--- config.mk ---
export PLATFORM = sky130hd
export DESIGN_NAME = mips_cpu_bus_arbiter
export DESIGN_NICKNAME = d
export VERILOG_FILES = /design/src/rtl/mips_cpu_bus_arbiter.sv
export SDC_FILE = /design/constraint.sdc
export NUM_CORES = 1
export LEC_CHECK = 0
export CAP_MARGIN = 10
export CORE_MARGIN = 1.5
export CORE_UTILIZATION = 41
export DETAILED_ROUTE_END_ITERATION = 16
export PLACE_DENSITY = 0.81
export SKIP_CTS_REPAIR_TIMING = 1
export SLEW_MARGIN = 0
export SYNTH_ARGS = -nofsm -noshare
export SYNTH_HDL_FRONTEND = slang
export SYNTH_SLANG_ARGS = --single-unit
--- constraint.sdc ---
create_clock -name clk -period 2 [get_ports clk]
set_input_delay 0.4 -clock clk [delete_from_list [all_inputs] [get_ports clk]]
set_output_delay 0.4 -clock clk [all_outputs]
set_load 0.03 [all_outputs]
--- src/rtl/mips_cpu_bus_arbiter.sv ---
// Shares the CPU's single Avalon-style memory bus between the fetch and data ports.
// One transaction at a time; all bus outputs registered; round-robin on simultaneous requests.
module mips_cpu_bus_arbiter #(
  parameter int ADDR_W = 32
) (
  input  logic              clk,
  input  logic              rst_n,
  input  logic              i_req,
  input  logic [ADDR_W-1:0] i_addr,
  output logic              i_done,
  output logic [31:0]       i_rdata,
  input  logic              d_req,
  input  logic              d_write,
  input  logic [ADDR_W-1:0] d_addr,
  input  logic [31:0]       d_wdata,
  input  logic [3:0]        d_byteenable,
  output logic              d_done,
  output logic [31:0]       d_rdata,
  output logic [ADDR_W-1:0] address,
  output logic              read,
  output logic              write,
  output logic [31:0]       writedata,
  output logic [3:0]        byteenable,
  input  logic              waitrequest,
  input  logic [31:0]       readdata,
  output logic              busy
);

  // state   | meaning
  // S_IDLE  | sample requests and arbitrate
  // S_BUS_I | fetch transfer on the bus
  // S_BUS_D | data transfer on the bus
  // S_RESP  | done strobe to the owner; requests ignored
  localparam logic [1:0] S_IDLE  = 2'd0;
  localparam logic [1:0] S_BUS_I = 2'd1;
  localparam logic [1:0] S_BUS_D = 2'd2;
  localparam logic [1:0] S_RESP  = 2'd3;

  localparam logic [ADDR_W-1:0] WORD_MASK = {{(ADDR_W-2){1'b1}}, 2'b00};

  logic [1:0]        state_q, state_d;
  logic              last_grant_q, last_grant_d;  // 1 = data port won last
  logic [ADDR_W-1:0] address_q, address_d;
  logic              read_q, read_d;
  logic              write_q, write_d;
  logic [31:0]       writedata_q, writedata_d;
  logic [3:0]        byteenable_q, byteenable_d;
  logic              i_done_q, i_done_d;
  logic              d_done_q, d_done_d;
  logic [31:0]       i_rdata_q, i_rdata_d;
  logic [31:0]       d_rdata_q, d_rdata_d;
  logic              grant_i, grant_d;

  always_comb begin
    state_d      = state_q;
    last_grant_d = last_grant_q;
    address_d    = address_q;
    read_d       = read_q;
    write_d      = write_q;
    writedata_d  = writedata_q;
    byteenable_d = byteenable_q;
    i_done_d     = 1'b0;
    d_done_d     = 1'b0;
    i_rdata_d    = i_rdata_q;
    d_rdata_d    = d_rdata_q;
    grant_i      = 1'b0;
    grant_d      = 1'b0;

    case (state_q)
      S_IDLE: begin
        grant_i = i_req && (!d_req || last_grant_q);
        grant_d = d_req && !grant_i;
        if (grant_i) begin
          state_d      = S_BUS_I;
          last_grant_d = 1'b0;
          address_d    = i_addr & WORD_MASK;
          read_d       = 1'b1;
          write_d      = 1'b0;
          byteenable_d = 4'b1111;
        end else if (grant_d) begin
          state_d      = S_BUS_D;
          last_grant_d = 1'b1;
          address_d    = d_addr;
          read_d       = !d_write;
          write_d      = d_write;
          writedata_d  = d_wdata;
          byteenable_d = d_byteenable;
        end
      end
      S_BUS_I: begin
        if (!waitrequest) begin
          state_d   = S_RESP;
          read_d    = 1'b0;
          write_d   = 1'b0;
          i_done_d  = 1'b1;
          i_rdata_d = readdata;
        end
      end
      S_BUS_D: begin
        if (!waitrequest) begin
          state_d  = S_RESP;
          read_d   = 1'b0;
          write_d  = 1'b0;
          d_done_d = 1'b1;
          // stores leave the load-data register alone
          if (read_q) begin
            d_rdata_d = readdata;
          end
        end
      end
      S_RESP: begin
        state_d = S_IDLE;
      end
      default: begin
        state_d = S_IDLE;
      end
    endcase
  end

  always_ff @(posedge clk or negedge rst_n) begin
    if (!rst_n) begin
      state_q      <= S_IDLE;
      last_grant_q <= 1'b1;
      address_q    <= '0;
      read_q       <= 1'b0;
      write_q      <= 1'b0;
      writedata_q  <= '0;
      byteenable_q <= '0;
      i_done_q     <= 1'b0;
      d_done_q     <= 1'b0;
      i_rdata_q    <= '0;
      d_rdata_q    <= '0;
    end else begin
      state_q      <= state_d;
      last_grant_q <= last_grant_d;
      address_q    <= address_d;
      read_q       <= read_d;
      write_q      <= write_d;
      writedata_q  <= writedata_d;
      byteenable_q <= byteenable_d;
      i_done_q     <= i_done_d;
      d_done_q     <= d_done_d;
      i_rdata_q    <= i_rdata_d;
      d_rdata_q    <= d_rdata_d;
    end
  end

  assign address    = address_q;
  assign read       = read_q;
  assign write      = write_q;
  assign writedata  = writedata_q;
  assign byteenable = byteenable_q;
  assign i_done     = i_done_q;
  assign d_done     = d_done_q;
  assign i_rdata    = i_rdata_q;
  assign d_rdata    = d_rdata_q;
  assign busy       = (state_q != S_IDLE);

endmodule

==> impl_metrics.yaml <==
critical_path:
  worstPathRequired_ps: 1600
  crit_family: "buffers and inverters"
  critical_path_buf_inv_count: 1
  worst_setup_path_start_kind: "register"
  setup.worst_path.end_class: "primary output"
  cpMaxStageDelayCell: "clkdlybuf4s50_1"
  cp.arrival_ps: 1540
  crit_chain: "clkdlybuf4s50_1"
  crit_path_max_fanout: 4
  cpPeakStageDelay_ps: 730
  worstSetupPathType: "reg -> out"
placement:
  port_buffers: 272
  dp_slack_ps: 101.5
  gp_congestion: 0.7519
  dp_hpwl_um: 11360
floorplanning:
  pin_count: 275
  die-width_um: 119.9
  dieArea_mm2: 0.01438
  start_util_pct: 42.16
  row_count: 42
  design.core.area_mm2: 0.01330
  dieHeight_um: 119.9
grt:
  grt_use_total_pct: 22.04
  grt-busiest-layer: "met2"
  overflow: 0
  grt_util_met2_pct: 39.32
  first_global_vias: 4886
  grt_pass1_wl_um: 24450
  use_met1_pct: 23.72
  met3_usage_pct: 7.224
  grt_max_degree: 47
  antenna_found_initial: 0
cells_and_area:
  areaGrowthSynthToFinish_pct: 64.15
  nFillCells: 912
  layout_common_cells: "clkdlybuf4s50_1, dfrtp_1, nand2_1"
  multi_input_area_mm2: 0.001956
  num_antenna_cells: 0
  seq_area_mm2: 0.003480
  utilization_pct: 69.21
  mostFrequentLayoutCell: "clkdlybuf4s50_1"
  layout-drive-gt1-share_pct: 16.11
  finalNetCount: 880
detailed_routing:
  postRouteAntennaNets: 0
  dr.pass1.iters: 4
  vias_per_cell: 4.828
  vias: 4476
  wl_per_cell_um: 16.50
  finalWirelength_um: 15290
  drt_iter0_markers: 180
  drc_errors: 0
synthesis:
  yosysWarnings: 0
  syn_avg_cell_area_um2: 12.27
  synth_fp_nets: 598
  syn_area_mm2: 0.005605
  yosys_register_bits: 139
  netlist_instances: 457
  ys_types: 33
  yosysSeqAreaShare_pct: 62.08
sta:
  fmax_ghz: 0.5159
  slew_viol_final: 0
  final-hold-violation-count: 0
  period_share_pct: 96.92
  slew-limit-headroom_pct: 68.60
  fin_crit_ps: 1938
  rsz0062_at_grt: "no"
  setup_viol: 0
  clock_skew_ps: 8.533
  worst_pin_slew_ps: 471.0
  final.setup.worst_slack_ps: 61.66
clock_tree:
  clock_latency_ps: 410
  cts_root_buf: "clkbuf_16"
  h-tree-depth: 4
  ctsLongestPathBuffers: 2
  cts_sinks: 139
  clk_pin_slew_ps: 50
  cts_made_buffers: 17
  cts_tree: "yes"
pwr:
  vdd_drop_max_mv: 1.030
  power_density_mw_per_mm2: 1806
  leakagePower_nw: 4.149
  p_total_mw: 16.62
outcome:
  outcome: "completed"
worst_hold_path:
  hold_class: "reg -> reg"
flow_run:
  maxCapViolations: 0
-- cells in the mapped netlist --
cell	number	area, um2
ha_1	3	37.54
dfstp_2	1	26.28
nor2_1	3	11.26
buf_6	4	45.04
a22oi_1	1	7.510
o21ai_1	26	130.1
inv_1	4	15.01
and3_1	1	6.260
nand3_2	1	10.01
o22a_1	4	35.03
nand2_1	132	495.5
a21boi_0	1	7.510
clkbuf_2	2	10.01
a22o_1	2	17.52
nand2_2	1	6.260
dfrtp_1	138	3453
nand2b_1	1	6.260
buf_2	12	60.06
o221a_2	1	11.26
a21oi_1	3	15.01
mux2_2	64	720.7
mux2i_1	30	300.3
o21ai_2	4	35.03
o2bb2ai_1	1	8.760
buf_4	1	7.510
nand3_1	1	5.000
o21ai_4	1	16.27
clkbuf_1	3	11.26
buf_8	3	45.04
o21ai_0	4	20.02
a211oi_2	1	12.51
nor2b_1	2	12.51
inv_2	1	3.750
-- routing by layer --
| metal | vias to the layer above | share of wire (%) | wire length [um] |
|---|---|---|---|
| met5 | - | 0 | 0 |
| met3 | 36 | 8.1 | 1242 |
| met2 | 198 | 51 | 7820 |
| met1 | 2149 | 38 | 5768 |
| li1 | 2093 | - | - |
| met4 | 0 | 3.0 | 461 |
-- registers in the layout, summed over array words and instances (netlist names) --
| name | flops |
|---|---|
| address | 32 |
| d_rdata | 32 |
| i_rdata | 32 |
| writedata | 32 |
| byteenable | 4 |
| state_q | 2 |
| d_done | 1 |
| i_done | 1 |
| last_grant_q | 1 |
| read | 1 |
| write | 1 |
-- path summary, 6_finish.rpt --
path                          endpoint  slack (ps)  cells after the start   startpoint
hold / removal             address[17]         480                      2  address[17]
setup / recovery                  read          60                      1         read
max in group asynchronous  i_rdata[29]         890                      3        rst_n
setup reg to reg            d_rdata[7]         330                      6   state_q[0]
hold reg to reg            address[17]         480                      2  address[17]
min in group asynchronous  d_rdata[12]         490                      2        rst_n
-- logic make-up after synthesis --
group / Yosys count / share of synthesized area [%]
compound gates: 49 / 5.647
fa+ha+maj: 3 / 0.6697
buf+inv: 30 / 3.527
flops: 139 / 62.08
simple gates: 142 / 9.866
mux: 94 / 18.21
-- worst min-delay path, delay by kind of cell, from the launching register on --
kind,cells,cell delay [ps]
AOI/OAI and AO/OA,1,50
DFF,1,340
and+or+nand+nor,1,60
-- power breakdown --
group | leakage (nW) | switching [mW] | total (mW) | internal, mW
clock | 0.294 | 1.10 | 3.15 | 2.05
combinational | 2.16 | 4.76 | 8.52 | 3.76
sequential | 1.69 | 0.749 | 4.95 | 4.20
total | 4.15 | 6.61 | 16.6 | 10.0
-- final cells by class --
cell class / instances / share of cell area (%)
multi-input cells: 288 / 21.25
inverters: 5 / 0.2040
repair buffers: 288 / 31.86
clock inverters: 7 / 1.237
well taps: 176 / 2.393
flip-flops and latches: 139 / 37.82
clock buffers: 24 / 5.235
-- per-stage QoR --
step / std cells / TNS, ps / hold WS [ps] / cell area (um2)
2_1_floorplan: 457 / 0 / 104.4 / 5605
6_report: 927 / 0 / 477.0 / 9201
5_1_grt: 927 / 0 / 497.1 / 9201
3_5_place_dp: 895 / 0 / 360.2 / 8583
3_3_place_gp: 895 / 0 / 353.1 / 8583
4_1_cts: 926 / -67.89 / -78.66 / 9179
Power figures use the tool's default switching activity.
